## src/rtl/instruction_fetch_decode.sv

```systemverilog
// Single-instruction fetch/decode stage: PC drives a synchronous ROM, the fetched
// byte is latched into IR and decoded into one-hot flags. Build with IFD_BREAKPOINT_EN for breakpoint/halt support.
module instruction_fetch_decode (
  input  logic       clk,
  input  logic       reset,
  input  logic       increment_pc,
  input  logic       commit_branch,
  output logic [7:0] instr_addr,
  input  logic [7:0] instr_data,
  output logic       instr_valid,
  output logic       br,
  output logic       brz,
  output logic       addi,
  output logic       subi,
  output logic       sr0,
  output logic       srh0,
  output logic       clr,
  output logic       mov,
  output logic       mova,
  output logic       movr,
  output logic       movrhs,
  output logic       pause,
  output logic [1:0] dst,
  output logic [1:0] src,
  output logic [2:0] imm3,
  output logic [3:0] imm4,
`ifdef IFD_BREAKPOINT_EN
  input  logic [7:0] bp_addr,
  input  logic       bp_enable,
  input  logic       resume,
  output logic       halted,
`endif
  output logic [1:0] state_dbg
);

  typedef enum logic [1:0] {
    S_FETCH   = 2'd0,
    S_CAPTURE = 2'd1,
    S_VALID   = 2'd2,
    S_HALT    = 2'd3
  } state_t;

  state_t      state;
  logic [7:0]  pc;
  logic [7:0]  ir;
  logic [11:0] flags_q;
  logic [7:0]  branch_off;

  // Flag bit order, MSB first: br brz addi subi sr0 srh0 clr mov mova movr movrhs pause
  function automatic logic [11:0] decode(input logic [7:0] op);
    logic [11:0] f;
    f = '0;
    case (op[7:5])
      3'b000: f[11] = 1'b1;
      3'b001: f[10] = 1'b1;
      3'b010: f[9]  = 1'b1;
      3'b011: f[8]  = 1'b1;
      3'b100: if (op[4]) f[6] = 1'b1; else f[7] = 1'b1;
      3'b101: f[5]  = 1'b1;
      3'b110: f[4]  = 1'b1;
      default: begin
        case (op[4:3])
          2'b00:   f[3] = 1'b1;
          2'b01:   f[2] = 1'b1;
          2'b10:   f[1] = 1'b1;
          default: f[0] = 1'b1;
        endcase
      end
    endcase
    return f;
  endfunction

  assign branch_off = {{3{ir[4]}}, ir[4:0]};

  // Handshake: the control FSM may pulse increment_pc/commit_branch only while
  // instr_valid=1; that edge consumes the instruction. Pulses at other times are dropped.
  always_ff @(posedge clk) begin
    if (reset) begin
      pc      <= 8'h00;
      ir      <= 8'h00;
      flags_q <= '0;
      state   <= S_FETCH;
    end else begin
      case (state)
        S_FETCH: state <= S_CAPTURE;
        S_CAPTURE: begin
          ir <= instr_data;
`ifdef IFD_BREAKPOINT_EN
          if (bp_enable && (pc == bp_addr)) begin
            state <= S_HALT;
          end else begin
            flags_q <= decode(instr_data);
            state   <= S_VALID;
          end
`else
          flags_q <= decode(instr_data);
          state   <= S_VALID;
`endif
        end
        S_VALID: begin
          if (commit_branch) begin
            pc      <= pc + branch_off;
            flags_q <= '0;
            state   <= S_FETCH;
          end else if (increment_pc) begin
            pc      <= pc + 8'd1;
            flags_q <= '0;
            state   <= S_FETCH;
          end
        end
`ifdef IFD_BREAKPOINT_EN
        S_HALT: begin
          // IR was captured on the way in; resuming just republishes it.
          if (resume) begin
            flags_q <= decode(ir);
            state   <= S_VALID;
          end
        end
`endif
        default: state <= S_FETCH;
      endcase
    end
  end

  assign instr_addr  = pc;
  assign instr_valid = (state == S_VALID);
  assign state_dbg   = state;
`ifdef IFD_BREAKPOINT_EN
  assign halted      = (state == S_HALT);
`endif

  assign {br, brz, addi, subi, sr0, srh0, clr, mov, mova, movr, movrhs, pause} = flags_q;
  assign dst  = ir[4:3];
  assign src  = ir[2:1];
  assign imm3 = ir[2:0];
  assign imm4 = ir[3:0];

endmodule
```

## config.mk

```make
export PLATFORM = sky130hd
export DESIGN_NAME = instruction_fetch_decode
export DESIGN_NICKNAME = d
export VERILOG_FILES = /design/src/rtl/instruction_fetch_decode.sv
export SDC_FILE = /design/constraint.sdc
export NUM_CORES = 1
export LEC_CHECK = 0
export ABC_AREA = 1
export CAP_MARGIN = 20
export CORE_MARGIN = 2
export CORE_UTILIZATION = 49
export CTS_CLUSTER_SIZE = 14
export DETAILED_ROUTE_END_ITERATION = 10
export PLACE_DENSITY = 0.84
export SYNTH_ARGS = -nofsm -noshare
export SYNTH_HDL_FRONTEND = slang
export SYNTH_SLANG_ARGS = --single-unit
```

## constraint.sdc

```tcl
create_clock -name clk -period 3.96 [get_ports clk]
set_input_delay 0.594 -clock clk [delete_from_list [all_inputs] [get_ports clk]]
set_output_delay 0.594 -clock clk [all_outputs]
set_load 0.01 [all_outputs]
```

==> results of run 1 <==
==> final timing paths <==
kind,to,startpoint,slack [ns]
worst max-delay path,instr_addr[6],commit_branch,1.54
worst min-delay path,state_dbg[0],state_dbg[1],0.47
worst max register to register,instr_addr[6],ir[0],2.22
worst min register to register,state_dbg[0],state_dbg[1],0.47
==> flip-flops by register name, indices dropped and copies added, names as in the netlist <==
signal / cells
flags_q: 12
instr_addr: 8
ir: 5
state_dbg: 2
==> through the flow <==
step | cell area [um2] | std cells
finish | 1850 | 259
global route | 1850 | 259
CTS | 1850 | 259
detailed placement | 1830 | 255
global placement | 1830 | 255
floorplan | 1410 | 190
==> synth_stat cells <==
| cell | number |
|---|---|
| nand2b_1 | 1 |
| nand4_1 | 1 |
| buf_6 | 1 |
| xnor2_1 | 3 |
| ha_1 | 4 |
| nor2_1 | 19 |
| a21oi_1 | 23 |
| o21ai_4 | 1 |
| o21ai_1 | 1 |
| o21ai_0 | 12 |
| buf_4 | 7 |
| nor3_1 | 3 |
| nand2_4 | 2 |
| clkbuf_1 | 3 |
| clkinv_1 | 1 |
| fa_1 | 1 |
| nand3_2 | 1 |
| inv_1 | 20 |
| nand2_1 | 28 |
| dfxtp_1 | 27 |
| inv_2 | 1 |
| nor2_4 | 2 |
| nand2_2 | 5 |
| nand3_1 | 18 |
| nor2_2 | 1 |
| a21oi_2 | 1 |
| o21bai_1 | 1 |
| xor2_1 | 2 |
==> power breakdown <==
part / internal, mW / switching (mW)
clock network: 0.0393 / 0.0772
registers: 0.287 / 0.0146
logic: 0.0698 / 0.0751
total: 0.396 / 0.167
==> layout make-up <==
type                       instances  area [um2]
fill                             250         906
multi-input combinational        130         713
sequential                        27         541
timing repair buffer              45         450
inverter                          22        82.6
tap                               31        38.8
clock buffer                       4        26.3
==> logic make-up (layout without fill, tap and decap cells) <==
kind of cell               after synthesis  after routing
AOI/OAI and AO/OA                       39             39
DFF                                     27             27
xor gates and xnor gates                 5              5
and+or+nand+nor                         81             81
adders and majority gates                5              5
buffers and inverters                   33             71
==> per-layer routing <==
metal	track usage [%]	wire length, um	up-vias	share of wire (%)
met5	0	0	-	0
met4	7.64	10	0	0.34
met3	2.23	107	2	3.7
met2	29.1	1410	27	48
met1	24.4	1400	595	48
li1	-	-	685	-
==> summary.md, run 1 <==
| Metric | Value |
|---|---|
| PD cells | 304 mW/mm2 |
| Post-synthesis compound-gate area fraction | 15.1% |
| Post-DRT Antenna Nets | 0 |
| H-tree levels | 1 |
| Worst setup SP type | primary input |
| Setup TNS Final | 0 ns |
| Synth Area in Adders | 4.96% |
| Slowest stage delay, CP | 0.75 ns |
| Cell Rows | 19 |
| Simple-Gate Fraction of Synth Area | 27.4% |
| Worst Path Required | 4.22 ns |
| Final wirelength | 2.92 mm |
| PortBufs | 45 |
| Yosys Warn Count | 0 |
| Area growth syn-to-layout | 31.2% |
| DR vias/cell | 5.05 |
| Die H | 57.7 um |
| Final hold vios | 0 |
| Skew-Pair Late Insertion Delay | 0.31 ns |
| GP Congestion | 0.851 |
| CTS Buffer Depth | 2 |
| Fmax | 413 MHz |
| Max-Cap Viols | 0 |
| Diode count | 0 |
| Mapped Area | 0.00141 mm2 |
| Total GRT Usage | 18.0% |
| Critical path's slowest cell | clkdlybuf4s50_1 |
| Total Power | 0.563 mW |
| Top post-synthesis cells by area | dfxtp_1, a21oi_1, nand2_1 |
| First-pass GRT wire length | 4.73 mm |
| Slew @ Worst Pin | 0.645 ns |
| Die X | 57.7 um |
| DR DRC count | 0 |
| Number of synthesized register bits | 27 |
| Peak VDD IR | 0.236 mV |
| Most frequent cells in the layout | clkdlybuf4s50_1, nand2_1, dfxtp_1 |
| Vias in the first global route | 1,112 |
| Die area | 0.00333 mm2 |
| Final core occ | 67.2% |
| Worst-path clk slew | 0.14 ns |
| Worst Path Buf+Inv | 1 |
| Worst Hold Depth | 1 |
| CP Capture Type | register |
| Min cycle time layout | 2.42 ns |
| Final Cycle Share | 61.1% |
| Area leader, netlist | dfxtp_1 |
| Hold slack | 0.466 ns |
| Max FO, Critical Path | 10 |
| Root Driver | clkbuf_4 |
| Syn_area_per_cell | 7.43 um2 |
| Layout cell share with drive strength beyond 1 | 7.46% |
| Post-synthesis xor/xnor area fraction | 3.10% |
| Cells after Synth | 190 |
| Commonest non-fill, non-tap cell in the layout | clkdlybuf4s50_1 |
| Worst path depth | 10 |
| Largest family of logic cells by synthesized area | simple AND/OR/NAND/NOR gates |
| DRT iter0 DRCs | 41 |
| CTS buffer count | 3 |
| Most common cell on crit path | nand2_1 |
| Slew Viols, Final | 0 |
| Vias | 1,309 |
| PnR worst setup slack | 1.54 ns |
| Post-Syn Nets | 207 |
| Initial Util | 51.2% |
| Arrival time worst endpoint | 2.67 ns |
| Core Box Area | 0.00276 mm2 |
| Leak Pwr | 0.788 nW |
| Cts hold-fix bufs | 0 |
| Share of the synthesized area in the top cell type | 38.3% |
| # nets final | 246 |
| DP HPWL | 2.23 mm |
| Initial antenna violation count | 0 |
| Clock sinks | 27 |
| Status | complete, no violations |
| Register area share after synthesis | 38.3% |
| Slew headroom | 56.9% |
| IO Pins | 46 |
| Worst slack, placed | 1.19 ns |
| Multiplexer share of the synthesized area | 0% |
| Kind of critical path | primary input to register |
| GRT overflow | 0 |
| Largest net degree at the start of global routing | 18 |
| Critical path's top delay family | buffers and inverters |
| Crit-path cells | clkdlybuf4s50_1 > nand2_1 > ha_1 > fa_1 > nand3_1 > nand2_1 > nand3_1 > nand2_1 > xor2_1 > a21oi_1 |
| RSZ-0062 raised after global routing | false |
| # resized after CTS | 0 |
| Avg WL per Cell | 11.3 um |
| Clock skew | 0.00492 ns |
| Register-to-Register Path Depth | 10 |
| Min-Delay Path Class | register to register |
| DR pass1 iterations | 5 |
| Post-CTS setup buffer count | 0 |
| CTS tree | done |
| Final setup violation count | 0 |
| Post-synth cell types | 28 |
Power figures use the tool's default switching activity.
==> inputs of run 2 (changes only) <==
--- a/config.mk
+++ b/config.mk
@@ -8,10 +8,10 @@
 export ABC_AREA = 1
 export CAP_MARGIN = 20
 export CORE_MARGIN = 2
-export CORE_UTILIZATION = 49
+export CORE_UTILIZATION = 41
 export CTS_CLUSTER_SIZE = 14
 export DETAILED_ROUTE_END_ITERATION = 10
-export PLACE_DENSITY = 0.84
+export PLACE_DENSITY = 0.75
 export SYNTH_ARGS = -nofsm -noshare
 export SYNTH_HDL_FRONTEND = slang
 export SYNTH_SLANG_ARGS = --single-unit
==> constraint.sdc (replaced) <==
create_clock -name clk -period 2.1 [get_ports clk]
set_input_delay 0.315 -clock clk [delete_from_list [all_inputs] [get_ports clk]]
set_output_delay 0.315 -clock clk [all_outputs]
set_load 0.01 [all_outputs]
==> run 2 against run 1 <==
Against the previous run: sequential cell count stayed put; utilization decreased by 9.1 points; count of clock-buffer cells in the layout stayed put; total power rose by 92%; sequential power rose by 89%; critical path type is now register to primary output; largest cell class unchanged; largest power group unchanged.
==> summary.md, run 2 (same netlist as run 1, synthesis figures left out) <==
| Metric | Value |
|---|---|
| Hold endpoint | state_dbg[0] |
| Status | complete, no violations |
| Final hold vios | 0 |
| R2R setup slack | 0.41 ns |
| # resized after CTS | 0 |
| Slew Viols, Final | 0 |
| Initial Util | 42.6% |
| Clock sinks | 27 |
| DRT iter0 DRCs | 47 |
| Min cycle time layout | 1.87 ns |
| Slew @ Worst Pin | 0.451 ns |
| First-pass GRT wire length | 5.55 mm |
| Commonest non-fill, non-tap cell in the layout | clkdlybuf4s50_1 |
| Max-Cap Viols | 0 |
| Die X | 62.7 um |
| RSZ-0062 raised after global routing | false |
| DP HPWL | 2.54 mm |
| Fill cells | 333 |
| Arrival time worst endpoint | 1.55 ns |
| Vias in the first global route | 1,277 |
| Worst-path clk slew | 0.14 ns |
| H-tree levels | 1 |
| Setup TNS Final | 0 ns |
| R2r endpoint | instr_addr[6] |
| CTS tree | done |
| Avg WL per Cell | 11.6 um |
| Multi-input logic area | 713 um2 |
| Most frequent cells in the layout | clkdlybuf4s50_1, nand2_1, dfxtp_1 |
| Slew headroom | 69.7% |
| Cell Rows | 21 |
| Biggest register | flags_q |
| Reg area | 541 um2 |
| Kind of critical path | register to primary output |
| # nets final | 253 |
| Initial antenna violation count | 0 |
| Worst Path Required | 1.78 ns |
| Largest net degree at the start of global routing | 15 |
| Clock skew | 0.00299 ns |
| Core Box Area | 0.00331 mm2 |
| Final setup violation count | 0 |
| Cts hold-fix bufs | 0 |
| Fmax | 535 MHz |
| Total Power | 1.08 mW |
| Post-DRT Antenna Nets | 0 |
| IO Pins | 46 |
| Total GRT Usage | 17.6% |
| PortBufs | 45 |
| Vias | 1,351 |
| Number of flip-flops in the largest register | 12 |
| CTS buffer count | 3 |
| R2R Path Start | ir[0] |
| Placed cell areas | 0.00190 mm2 |
| Layout cell share with drive strength beyond 1 | 10.2% |
| Area growth syn-to-layout | 36.3% |
| Peak VDD IR | 0.293 mV |
| Final core occ | 58.1% |
| Design area | 0.00192 mm2 |
| CP Capture Type | primary output |
| Die area | 0.00393 mm2 |
| Register-to-Register Path Depth | 10 |
| Worst setup SP type | register |
| Final Cycle Share | 89.0% |
| Skew-Pair Late Insertion Delay | 0.32 ns |
| DR pass1 iterations | 4 |
| Max FO, Critical Path | 4 |
| Min-Delay Path Class | register to register |
| Worst Hold Depth | 1 |
| Final wirelength | 3.26 mm |
| DR vias/cell | 4.81 |
| GRT overflow | 0 |
| Diode count | 0 |
| CTS Buffer Depth | 2 |
| Hold path start | state_dbg[1] |
| PD cells | 563 mW/mm2 |
| DR DRC count | 0 |
| Leak Pwr | 0.823 nW |
| GP Congestion | 0.792 |
| Post-CTS setup buffer count | 0 |
| Root Driver | clkbuf_4 |
| Die H | 62.7 um |
==> run 2: cell count changes in the layout (fill, tap and decap cells not counted), sizes merged <==
cell	change
buf	+7
==> run 2: how the worst max path moves through the flow <==
stage	startpoint	end	slack (ns)	depth (start not counted)
after floorplan	commit_branch	instr_addr[6]	0.42	10
after CTS	state_dbg[1]	instr_valid	0.20	3
after detailed placement	commit_branch	instr_addr[5]	-0.02	12
final	state_dbg[1]	instr_valid	0.23	3
after global placement	commit_branch	instr_addr[5]	0.001	12
after global routing	state_dbg[1]	instr_valid	0.15	3
==> run 2: power by group <==
group	internal, mW	switching, mW	leakage (nW)	total (mW)
clock network	0.0743	0.150	0.0150	0.225
logic	0.141	0.148	0.588	0.290
registers	0.541	0.0272	0.220	0.568
==> run 2: per-layer routing <==
layer / up-vias / wire length, um / track usage [%]
met4: 0 / 45 / 8.61
li1: 697 / - / -
met2: 32 / 1580 / 29.6
met1: 618 / 1440 / 21.1
met5: - / 0 / 0
met3: 4 / 184 / 3.78
==> run 2: critical path, stage by stage (launching register included) <==
cell,delay [ns]
dfxtp_1,0.37
inv_1,0.07
nor2_2,0.21
clkdlybuf4s50_1,0.58
==> run 2: area by class of cell <==
| type | count | area share [%] |
|---|---|---|
| Clock buffer | 4 | 1.37 |
| Tap cell | 46 | 2.99 |
| Multi-Input combinational cell | 130 | 37.1 |
| Inverter | 22 | 4.29 |
| Timing Repair Buffer | 52 | 26.2 |
| Sequential cell | 27 | 28.1 |
==> run 2: through the flow <==
stage | setup WS (ns) | instances | hold WS, ns
after floorplan | 0.422 | 190 | 0.479
after global placement | 0.00138 | 277 | 0.449
after detailed placement | -0.0181 | 277 | 0.448
after CTS | 0.199 | 281 | 0.468
after global routing | 0.153 | 281 | 0.489
final | 0.230 | 281 | 0.461
==> inputs of run 3 (changes only) <==
--- a/config.mk
+++ b/config.mk
@@ -6,12 +6,13 @@
 export NUM_CORES = 1
 export LEC_CHECK = 0
 export ABC_AREA = 1
-export CAP_MARGIN = 20
+export CAP_MARGIN = 15
 export CORE_MARGIN = 2
 export CORE_UTILIZATION = 41
 export CTS_CLUSTER_SIZE = 14
 export DETAILED_ROUTE_END_ITERATION = 10
 export PLACE_DENSITY = 0.75
+export SLEW_MARGIN = 5
 export SYNTH_ARGS = -nofsm -noshare
 export SYNTH_HDL_FRONTEND = slang
 export SYNTH_SLANG_ARGS = --single-unit
==> results of run 3 <==
Final layout, timing and power as in run 2 (identical DEF).
